File: config.mk
export PLATFORM = sky130hd
export DESIGN_NAME = key_space_dispatcher
export DESIGN_NICKNAME = d
export VERILOG_FILES = /design/src/rtl/key_space_dispatcher.sv
export SDC_FILE = /design/constraint.sdc
export NUM_CORES = 1
export LEC_CHECK = 0
export BUFFER_PORTS_ARGS = -buffer_cell sky130_fd_sc_hd__buf_2
export CAP_MARGIN = 20
export CORE_MARGIN = 4
export CORE_UTILIZATION = 49
export DETAILED_ROUTE_END_ITERATION = 6
export PLACE_DENSITY = 0.75
export SLEW_MARGIN = 40
export SYNTH_ARGS = -nofsm -noshare
export SYNTH_HDL_FRONTEND = slang
export SYNTH_SLANG_ARGS = --single-unit
export TNS_END_PERCENT = 20
File: constraint.sdc
create_clock -name clk -period 11.3 [get_ports clk]
set_input_delay 1.13 -clock clk [delete_from_list [all_inputs] [get_ports clk]]
set_output_delay 1.13 -clock clk [all_outputs]
set_load 0.005 [all_outputs]
File: src/rtl/key_space_dispatcher.sv
// key_space_dispatcher: splits the key space into fixed-size chunks, hands them round-robin
// to NUM_CORES cracker cores, and reports the first hit or exhaustion. Optional stats: `KSD_STATS_EN.
module key_space_dispatcher #(
  parameter int unsigned      NUM_CORES  = 4,
  parameter int unsigned      KEY_W      = 24,
  parameter logic [KEY_W-1:0] KEY_MAX    = KEY_W'(24'h3FFFFF),
  parameter int unsigned      CHUNK_LOG2 = 12,
  localparam int unsigned     IDX_W      = (NUM_CORES > 1) ? $clog2(NUM_CORES) : 1,
  localparam int unsigned     CNT_W      = KEY_W - CHUNK_LOG2 + 1
) (
  input  logic                       clk,
  input  logic                       reset,
  input  logic                       start,
  input  logic [NUM_CORES-1:0]       core_ready,
  output logic [NUM_CORES-1:0]       core_launch,
  output logic [KEY_W-1:0]           chunk_first,
  output logic [KEY_W-1:0]           chunk_last,
  input  logic [NUM_CORES-1:0]       core_done,
  input  logic [NUM_CORES-1:0]       core_hit,
  input  logic [NUM_CORES*KEY_W-1:0] core_key,
  output logic                       abort,
  output logic [KEY_W-1:0]           key,
  output logic                       found,
  output logic                       not_found,
`ifdef KSD_STATS_EN
  output logic [CNT_W-1:0]           chunks_issued,
  output logic [IDX_W-1:0]           hit_core,
`endif
  output logic                       busy
);

  localparam int unsigned      XW         = KEY_W + 1;
  localparam logic [XW-1:0]    KEY_MAX_X  = {1'b0, KEY_MAX};
  localparam logic [XW-1:0]    CHUNK_SPAN = XW'((64'd1 << CHUNK_LOG2) - 64'd1);
  localparam logic [IDX_W-1:0] LAST_IDX   = IDX_W'(NUM_CORES - 1);

  typedef enum logic [1:0] {
    S_IDLE,
    S_DISPATCH,
    S_DRAIN,
    S_DONE
  } state_e;

  state_e               state_q, state_d;
  logic [XW-1:0]        next_key_q, next_key_d;
  logic [IDX_W-1:0]     rr_ptr_q, rr_ptr_d;
  logic [NUM_CORES-1:0] inflight_q, inflight_d;
  logic [NUM_CORES-1:0] core_launch_q, core_launch_d;
  logic [KEY_W-1:0]     chunk_first_q, chunk_first_d;
  logic [KEY_W-1:0]     chunk_last_q, chunk_last_d;
  logic                 abort_q, abort_d;
  logic [KEY_W-1:0]     key_q, key_d;
  logic                 found_q, found_d;
  logic                 not_found_q, not_found_d;
  logic                 busy_q, busy_d;
`ifdef KSD_STATS_EN
  logic [CNT_W-1:0]     chunks_q, chunks_d;
  logic [IDX_W-1:0]     hit_core_q, hit_core_d;
`endif

  logic                 start_ok;
  logic                 in_search;
  logic [NUM_CORES-1:0] base_inflight;
  logic [XW-1:0]        base_next;
  logic [NUM_CORES-1:0] done_vld;
  logic [NUM_CORES-1:0] hit_vec;
  logic [NUM_CORES-1:0] eligible;
  logic                 launch_en;
  logic                 grant_vld;
  logic [IDX_W-1:0]     grant_idx;
  logic                 hit_any;
  logic [IDX_W-1:0]     hit_idx;
  logic [KEY_W-1:0]     hit_key;
  logic [XW-1:0]        span_end;
  logic [XW-1:0]        last_x;
  int unsigned          cand;

  // A start seen in IDLE/DONE arbitrates on the same edge with freshly cleared search state.
  always_comb begin
    start_ok      = start && (state_q == S_IDLE || state_q == S_DONE);
    in_search     = (state_q == S_DISPATCH) || (state_q == S_DRAIN);
    base_inflight = start_ok ? '0 : inflight_q;
    base_next     = start_ok ? '0 : next_key_q;
    done_vld      = in_search ? (core_done & inflight_q) : '0;
    hit_vec       = done_vld & core_hit;
    eligible      = core_ready & ~base_inflight;
    span_end      = base_next + CHUNK_SPAN;
    last_x        = (span_end > KEY_MAX_X) ? KEY_MAX_X : span_end;
  end

  // Round-robin grant starting at rr_ptr; lowest-index hit priority.
  always_comb begin
    grant_vld = 1'b0;
    grant_idx = '0;
    cand      = 0;
    for (int unsigned k = 0; k < NUM_CORES; k++) begin
      cand = 32'(rr_ptr_q) + k;
      if (cand >= NUM_CORES) cand = cand - NUM_CORES;
      if (!grant_vld && eligible[IDX_W'(cand)]) begin
        grant_vld = 1'b1;
        grant_idx = IDX_W'(cand);
      end
    end
    hit_any = 1'b0;
    hit_idx = '0;
    hit_key = '0;
    for (int unsigned i = 0; i < NUM_CORES; i++) begin
      if (!hit_any && hit_vec[i]) begin
        hit_any = 1'b1;
        hit_idx = IDX_W'(i);
        hit_key = core_key[i*KEY_W +: KEY_W];
      end
    end
    launch_en = ((state_q == S_DISPATCH) || start_ok) && !hit_any && (base_next <= KEY_MAX_X);
  end

  always_comb begin
    state_d       = state_q;
    next_key_d    = next_key_q;
    rr_ptr_d      = rr_ptr_q;
    inflight_d    = inflight_q & ~done_vld;
    core_launch_d = '0;
    chunk_first_d = chunk_first_q;
    chunk_last_d  = chunk_last_q;
    abort_d       = 1'b0;
    key_d         = key_q;
    found_d       = found_q;
    not_found_d   = not_found_q;
`ifdef KSD_STATS_EN
    chunks_d      = chunks_q;
    hit_core_d    = hit_core_q;
`endif

    case (state_q)
      S_IDLE, S_DONE: begin
        if (start_ok) begin
          state_d     = S_DISPATCH;
          found_d     = 1'b0;
          not_found_d = 1'b0;
          next_key_d  = '0;
          inflight_d  = '0;
`ifdef KSD_STATS_EN
          chunks_d    = '0;
`endif
        end
      end
      S_DISPATCH: state_d = S_DISPATCH;
      S_DRAIN: begin
        if (inflight_d == '0) begin
          state_d     = S_DONE;
          not_found_d = 1'b1;
        end
      end
      default: state_d = S_IDLE;
    endcase

    if (launch_en && grant_vld) begin
      core_launch_d[grant_idx] = 1'b1;
      inflight_d[grant_idx]    = 1'b1;
      chunk_first_d            = base_next[KEY_W-1:0];
      chunk_last_d             = last_x[KEY_W-1:0];
      next_key_d               = last_x + XW'(1);
      rr_ptr_d                 = (grant_idx == LAST_IDX) ? '0 : grant_idx + IDX_W'(1);
`ifdef KSD_STATS_EN
      chunks_d                 = chunks_d + CNT_W'(1);
`endif
      if (next_key_d > KEY_MAX_X) state_d = S_DRAIN;
    end

    // A hit overrides exhaustion and discards whatever is still in flight.
    if (hit_any) begin
      state_d     = S_DONE;
      key_d       = hit_key;
      found_d     = 1'b1;
      not_found_d = 1'b0;
      abort_d     = 1'b1;
      inflight_d  = '0;
`ifdef KSD_STATS_EN
      hit_core_d  = hit_idx;
`endif
    end

    busy_d = (state_d == S_DISPATCH) || (state_d == S_DRAIN);
  end

  always_ff @(posedge clk) begin
    if (reset) begin
      state_q       <= S_IDLE;
      next_key_q    <= '0;
      rr_ptr_q      <= '0;
      inflight_q    <= '0;
      core_launch_q <= '0;
      chunk_first_q <= '0;
      chunk_last_q  <= '0;
      abort_q       <= 1'b0;
      key_q         <= '0;
      found_q       <= 1'b0;
      not_found_q   <= 1'b0;
      busy_q        <= 1'b0;
`ifdef KSD_STATS_EN
      chunks_q      <= '0;
      hit_core_q    <= '0;
`endif
    end else begin
      state_q       <= state_d;
      next_key_q    <= next_key_d;
      rr_ptr_q      <= rr_ptr_d;
      inflight_q    <= inflight_d;
      core_launch_q <= core_launch_d;
      chunk_first_q <= chunk_first_d;
      chunk_last_q  <= chunk_last_d;
      abort_q       <= abort_d;
      key_q         <= key_d;
      found_q       <= found_d;
      not_found_q   <= not_found_d;
      busy_q        <= busy_d;
`ifdef KSD_STATS_EN
      chunks_q      <= chunks_d;
      hit_core_q    <= hit_core_d;
`endif
    end
  end

  assign core_launch = core_launch_q;
  assign chunk_first = chunk_first_q;
  assign chunk_last  = chunk_last_q;
  assign abort       = abort_q;
  assign key         = key_q;
  assign found       = found_q;
  assign not_found   = not_found_q;
  assign busy        = busy_q;
`ifdef KSD_STATS_EN
  assign chunks_issued = chunks_q;
  assign hit_core      = hit_core_q;
`endif

endmodule

==> results of run 1 <==
cell type report:
| type | count | share of cell area [%] |
|---|---|---|
| multi-input combinational | 676 | 50.3 |
| clock buffer | 22 | 5.64 |
| tap | 180 | 2.62 |
| inverter | 15 | 0.655 |
| clock inverter | 9 | 2.07 |
| sequential | 113 | 26.3 |
| timing repair buffer | 205 | 12.4 |
cell usage in the layout, fill, tap and decap left out, types with 9 or more instances in the layout:
cell,Yosys,routed
ha_1,10,10
buf_4,0,14
nand4_1,14,14
o22a_1,26,26
nor2_1,124,123
dfxtp_1,113,113
inv_1,15,14
nor3_1,17,17
and3_1,14,14
nor4_1,9,9
a21boi_0,9,9
mux2i_1,30,30
and2_1,12,12
buf_2,11,190
clkbuf_16,0,17
xnor2_1,10,10
nand2_1,74,74
nand3_1,36,36
a21oi_1,67,67
xor2_1,9,9
o21ai_0,28,28
a211oi_1,13,13
a31oi_1,14,14
a221oi_1,25,25
where the power goes:
part | total (mW) | internal (mW) | switching, mW
logic | 0.607 | 0.224 | 0.384
clock network | 0.597 | 0.413 | 0.184
registers | 0.511 | 0.454 | 0.0569
total | 1.72 | 1.09 | 0.624
registers in the layout, indices dropped and copies added (netlist names):
register,count
next_key_q,25
inflight_q,4
chunk_last,24
core_launch,4
key,24
found,1
rr_ptr_q,2
busy,1
chunk_first,24
abort,1
state_q,2
not_found,1
logic make-up after synthesis:
group,Yosys count
and+or+nand+nor,360
AOI/OAI and AO/OA,257
muxes,30
xor gates and xnor gates,19
adders and majority gates,10
buffers and inverters,91
DFF,113
worst max-delay path: cells and delay by family, from the launching register on:
kind | cells | cell delay, ns
flip-flops | 1 | 0.33
buffers and inverters | 2 | 0.13
adder cells (fa/ha/maj) | 3 | 1.77
AO/OA/AOI/OAI | 6 | 1.72
AND/OR/NAND/NOR | 10 | 3.33
how the worst max path moves through the flow:
stage	endpoint	slack, ns	cells after the start
floorplan	state_q[0]	4.42	28
global placement	state_q[0]	4.03	20
detailed placement	state_q[0]	3.86	20
CTS	state_q[0]	4.04	21
global route	state_q[0]	3.19	21
finish	state_q[0]	3.89	21
per-layer routing:
layer | track usage, % | vias up | part of all wire (%)
met5 | 0 | - | 0
met2 | 48.9 | 371 | 48
met1 | 37.0 | 3455 | 40
met3 | 6.02 | 68 | 8.0
li1 | - | 3543 | -
met4 | 12.7 | 0 | 3.4
through the flow:
stage | total power, mW | instances
finish | 1.72 | 1220
global route | 1.81 | 1220
CTS | 1.71 | 1220
detailed placement | 1.11 | 1189
global placement | 1.12 | 1187
floorplan | 0.935 | 880
==> key figures, run 1 <==
Global routing
  • Pin count of the biggest net entering global routing: 81
  • Wire length of the first global-routing pass: 37900 µm
  • Grt total ovfl: 0
  • Vias in the first global route: 6931
  • Initial antenna violation count: 0
  • All-Layer GR Usage: 29.4%

Worst setup path
  • Crit path max fanout: 31
  • Worst Path Required: 11.60 ns
  • CP Launch Type: register
  • Setup CP Type: register to register
  • CP max stage cell: ha_1
  • Maximum single-stage delay on the critical path: 0.65 ns
  • Cell with the most instances on the worst path: ha_1
  • RR Startpoint: state_q[0]
  • Crit end category: register
  • Worst r2r dst: state_q[0]
  • Crit-path cells: inv_1 > ha_1 > nand2_2 > nand2_1 > ha_1 > nor4b_2 > nand3_1 > a211o_1 > nand4b_1 > or3_1 > o21ai_1 > nor2_1 > inv_1 > ha_1 > nand2_1 > or4_4 > nor4_1 > o22ai_1 > a211oi_1 > o2111ai_2 > o311a_1
  • Cell count of the worst reg-to-reg path: 21
  • Reg2reg setup slack: 3.89 ns
  • Worst Path Arrival: 7.71 ns
  • Setup crit start: state_q[0]

Floorplan
  • IO Pins: 191
  • Die ar.: 16200 µm²
  • Die height: 127 µm
  • Initial Utilization: 50.2%
  • Die X: 127 µm
  • Placement row count: 43
  • CORE AREA: 13900 µm²

Synthesis
  • Adder-cell share of the synthesized area: 1.80%
  • Synth Area in XOR/XNOR: 2.39%
  • Post-synth EDFFs: 0
  • Asr flop ratio synth: 0%
  • YS warnings: 0
  • Gate Count Post-Synth: 880
  • Post-Syn Area: 6960 µm²
  • Proportion of synthesized area in mux cells: 4.31%
  • Post-synth cell types: 84
  • Compound-cell area share of the yosys netlist: 26.7%
  • Synth Net Count: 1001
  • Post-synth top area cell: dfxtp_1
  • Largest family of logic cells by synthesized area: compound AO/OA/AOI/OAI gates
  • Synth top cells by count: 124 x nor2_1, 113 x dfxtp_1, 74 x nand2_1, 67 x a21oi_1, 52 x clkbuf_1
  • Simple-gate share of the synthesized area: 26.6%
  • Top-count cell post-synth: nor2_1
  • Synthesized area per cell: 7.91 µm²
  • Synth top area share: 32.5%
  • Main synth FF type: dfxtp_1
  • Seq cells post-synth: 113
  • Synth top area cells: dfxtp_1 32%, nor2_1 6.7%, a21oi_1 4.8%
  • Sequential share of the synthesized area: 32.5%

STA
  • Final setup fails: 0
  • Final hold viol count: 0
  • Final max-slew violation count: 0
  • Sum of negative setup slack: 0 ns
  • Min Tclk post-route: 7.41 ns
  • Worst Setup Slack, final: 3.89 ns
  • Hold_ws: 0.452 ns
  • Unrepaired setup endpoints after global routing: no
  • Worst Max-Slew Pin Slew: 0.737 ns
  • Fin Clk Skew: 0.0102 ns
  • Relative max-transition margin: 49.5%
  • Fmax: 135 MHz
  • Final period util: 65.6%

Clock tree
  • Resize count post-CTS: 0
  • Postcts setup bufs: 0
  • Clock Path Buffers: 2
  • Worst-Skew Late Latency: 0.42 ns
  • Clock Tree Root: clkbuf_16
  • Htree depth: 4
  • CTS tree: yes
  • Total CTS buffers: 17
  • CTS sink count: 113
  • CTS Hold Buffers Added: 0
  • Clock transition at the registers of the reported paths: 0.05 ns

Detailed routing
  • 1st-pass router iterations: 6
  • Routed Antenna Nets: 0
  • Remaining DRCs: 0
  • Wire per inst: 19.7 µm
  • Vias: 7437
  • WL final: 24000 µm
  • Via/cell ratio: 6.10
  • Drt first-iter violations: 569

Place
  • Post-detailed-placement cell area: 7920 µm²
  • DP Worst Slack: 3.86 ns
  • IO Port Bufs: 190
  • Final GP Congestion: 0.994
  • Post-DP HPWL: 18100 µm

Job
  • Number of max-cap violations: 0

Layout
  • Layout cells sized above 1: 26.1%
  • Final net count: 1149
  • Layout Cell Area excl Fill: 8590 µm²
  • Fillers: 1294
  • Area of the multi-input gates: 4320 µm²
  • Sequential Area: 2260 µm²
  • Area grow syn2layout: 23.4%
  • N_diodes: 0
  • Final core occ: 61.9%

Min path
  • Hold_sp: chunk_first[8]
  • Worst Hold Class: register to register
  • Min-Delay Endpoint: chunk_first[8]
  • Hold path depth: 2

Pwr
  • VDD IR max: 0.000145 V
  • Leakage Power: 3.60 nW
  • Power Dens Cells: 200 nW/µm²

Status
  • Status: complete, no violations
Note: power is estimated with default switching activity, not from simulation.
==> run 2, diff against run 1 <==
- CORE_UTILIZATION: 49 -> 48
- PLACE_DENSITY: 0.75 -> 0.77
- clock period: 11.3 -> 6.4 ns (I/O delays scaled with it)
==> run 2 against run 1 <==
  * Maximum frequency up 22%
  * Clock skew about the same
  * Sequential power up 77%
  * Largest cell class unchanged
  * Highest routed layer unchanged
==> key figures, run 2 (same netlist as run 1, synthesis figures left out) <==
Layout
  • Final net count: 1156 (+0.61%)
  • Number of flip-flops in the largest register: 25 (unchanged)
  • N_diodes: 0 (unchanged)
  • Area grow syn2layout: 23.0%
  • Layout cells sized above 1: 26.4% (+0.37 points)
  • Reg with most FFs: next_key_q
  • Layout Cell Area excl Fill: 8570 µm² (-0.29%)
  • Commonest non-fill, non-tap cells in the layout: 190 x buf_2, 123 x nor2_1, 113 x dfxtp_1
  • Commonest non-fill, non-tap cell in the layout: buf_2

Pwr
  • Power Dens Cells: 339 nW/µm² (+70%)
  • Leakage Power: 3.59 nW (-0.21%)
  • VDD IR max: 0.000206 V (+42%)

Clock tree
  • Htree depth: 4 (unchanged)
  • Clock Tree Root: clkbuf_16
  • Resize count post-CTS: 0 (unchanged)
  • Postcts setup bufs: 0 (unchanged)
  • Worst-Skew Late Latency: 0.43 ns (about the same)
  • CTS tree: yes
  • CTS Hold Buffers Added: 0 (unchanged)
  • CTS sink count: 113 (unchanged)
  • Total CTS buffers: 17 (unchanged)
  • Clock Path Buffers: 2 (unchanged)
  • Clock transition at the registers of the reported paths: 0.06 ns (about the same)

STA
  • Hold_ws: 0.453 ns (+0.00124 ns)
  • Fin Clk Skew: 0.00995 ns (-0.000283 ns)
  • Worst Max-Slew Pin Slew: 0.812 ns (+0.0754 ns)
  • Unrepaired setup endpoints after global routing: no
  • Sum of negative setup slack: 0 ns (unchanged)
  • Final period util: 94.6% (+29 points)
  • Final max-slew violation count: 0 (unchanged)
  • Fmax: 165 MHz (+22%)
  • Final hold viol count: 0 (unchanged)
  • Final setup fails: 0 (unchanged)
  • Min Tclk post-route: 6.05 ns (-1.36 ns)
  • Relative max-transition margin: 45.5% (-4.0 points)

Worst setup path
  • Crit end category: register
  • Worst r2r dst: state_q[0]
  • Setup CP Type: register to register
  • Reg2reg setup slack: 0.35 ns (-3.54 ns)
  • CP Launch Type: register
  • Worst Path Arrival: 6.36 ns (-1.35 ns)
  • Crit path max fanout: 13 (-58%)
  • CP max stage cell: or4b_2
  • Maximum single-stage delay on the critical path: 0.64 ns (about the same)
  • RR Startpoint: state_q[0]
  • Crit-path cells: inv_1 > ha_1 > nand2_2 > nand2_1 > ha_1 > buf_4 > or4b_2 > a211oi_1 > o211ai_1 > or4_4 > o21a_1 > nand2_1 > ha_1 > nand2_1 > or4_4 > nor4_1 > o22ai_1 > a211oi_2 > o2111ai_2 > o311a_1
  • Cell count of the worst reg-to-reg path: 20 (-4.8%)
  • Worst Path Required: 6.71 ns (-4.89 ns)

Global routing
  • Grt total ovfl: 0 (unchanged)
  • Pin count of the biggest net entering global routing: 81 (unchanged)
  • Vias in the first global route: 7276 (+5.0%)
  • Wire length of the first global-routing pass: 38300 µm (+1.2%)
  • All-Layer GR Usage: 29.3% (-0.056 points)
  • Initial antenna violation count: 0 (unchanged)

Detailed routing
  • Vias: 7602 (+2.2%)
  • Highest metal used: met4
  • Wire per inst: 20.4 µm (+3.5%)
  • Via/cell ratio: 6.19 (+1.6%)
  • Drt first-iter violations: 686 (+21%)
  • Metal2 WL: 12100 µm (+4.0%)
  • Met3 WL: 2320 µm (+21%)
  • Remaining DRCs: 0 (unchanged)
  • 1st-pass router iterations: 5 (-1)
  • Routed Antenna Nets: 0 (unchanged)
  • WL final: 25100 µm (+4.2%)
  • M1 WL: 9560 µm (-1.0%)

Floorplan
  • Die ar.: 16500 µm² (+2.0%)
  • CORE AREA: 14000 µm² (+1.2%)
  • Placement row count: 43 (unchanged)
  • Die X: 128 µm (+0.97%)
  • Initial Utilization: 49.6% (-0.58 points)
  • Die height: 128 µm (+0.97%)
  • IO Pins: 191 (unchanged)

Min path
  • Hold_sp: chunk_first[13]
  • Hold path depth: 2 (unchanged)
  • Min-Delay Endpoint: chunk_first[13]
  • Worst Hold Class: register to register

Place
  • Final GP Congestion: 0.988 (-0.65%)
  • Post-detailed-placement cell area: 7980 µm² (+0.73%)
  • IO Port Bufs: 190 (unchanged)
  • Post-DP HPWL: 18400 µm (+1.8%)

Status
  • Status: complete, no violations

Job
  • Number of max-cap violations: 0 (unchanged)
-- run 2: changes by cell type in the layout (fill, tap and decap cells not counted), sizes merged --
cell	change
buf	+7
bufinv	-3
clkbuf	+1
clkinvlp	+2
inv	+1
-- run 2: area by class of cell --
| cell class | count | area, µm² |
|---|---|---|
| fill | 1306 | 5480 |
| multi-input combinational | 676 | 4330 |
| sequential | 113 | 2260 |
| timing repair buffer | 212 | 1130 |
| clock buffer | 23 | 458 |
| tap | 180 | 225 |
| clock inverter | 9 | 108 |
| inverter | 15 | 56.3 |
-- run 2: worst max-delay path by stage --
stage	slack (ns)	endpoint	cells after the start	from
after global placement	0.42	state_q[0]	19	start
after floorplan	0.01	state_q[0]	28	start
after CTS	0.34	state_q[0]	20	state_q[0]
after detailed placement	0.19	state_q[0]	19	start
final	0.35	state_q[0]	20	state_q[0]
after global routing	0.03	state_q[0]	21	state_q[0]
-- run 2: power by group --
part | switching [mW] | internal, mW | leakage [nW]
logic | 0.686 | 0.398 | 2.40
clock network | 0.335 | 0.581 | 0.272
registers | 0.101 | 0.802 | 0.920
total | 1.12 | 1.78 | 3.59
-- run 2: worst max-delay path: cells and delay by family, from the launching register on --
kind	cells	cell delay (ns)
adders and majority gates	3	1.04
AOI/OAI and AO/OA	7	1.70
DFF	1	0.34
buffers and inverters	2	0.31
and+or+nand+nor	8	2.52
-- run 2: per-layer routing --
metal	track usage [%]	up-vias
met3	7.89	82
met4	12.7	0
li1	-	3575
met1	35.0	3532
met2	49.6	413
met5	0	-
-- run 2: through the flow --
stage	cells	total power [mW]	setup slack (ns)	util [%]
after CTS	1228	2.90	0.339	60.9
after floorplan	880	1.65	0.0104	-
after detailed placement	1196	1.98	0.193	56.8
final	1228	2.90	0.348	61.0
after global routing	1228	3.05	0.0284	61.0
after global placement	1194	1.97	0.419	56.7
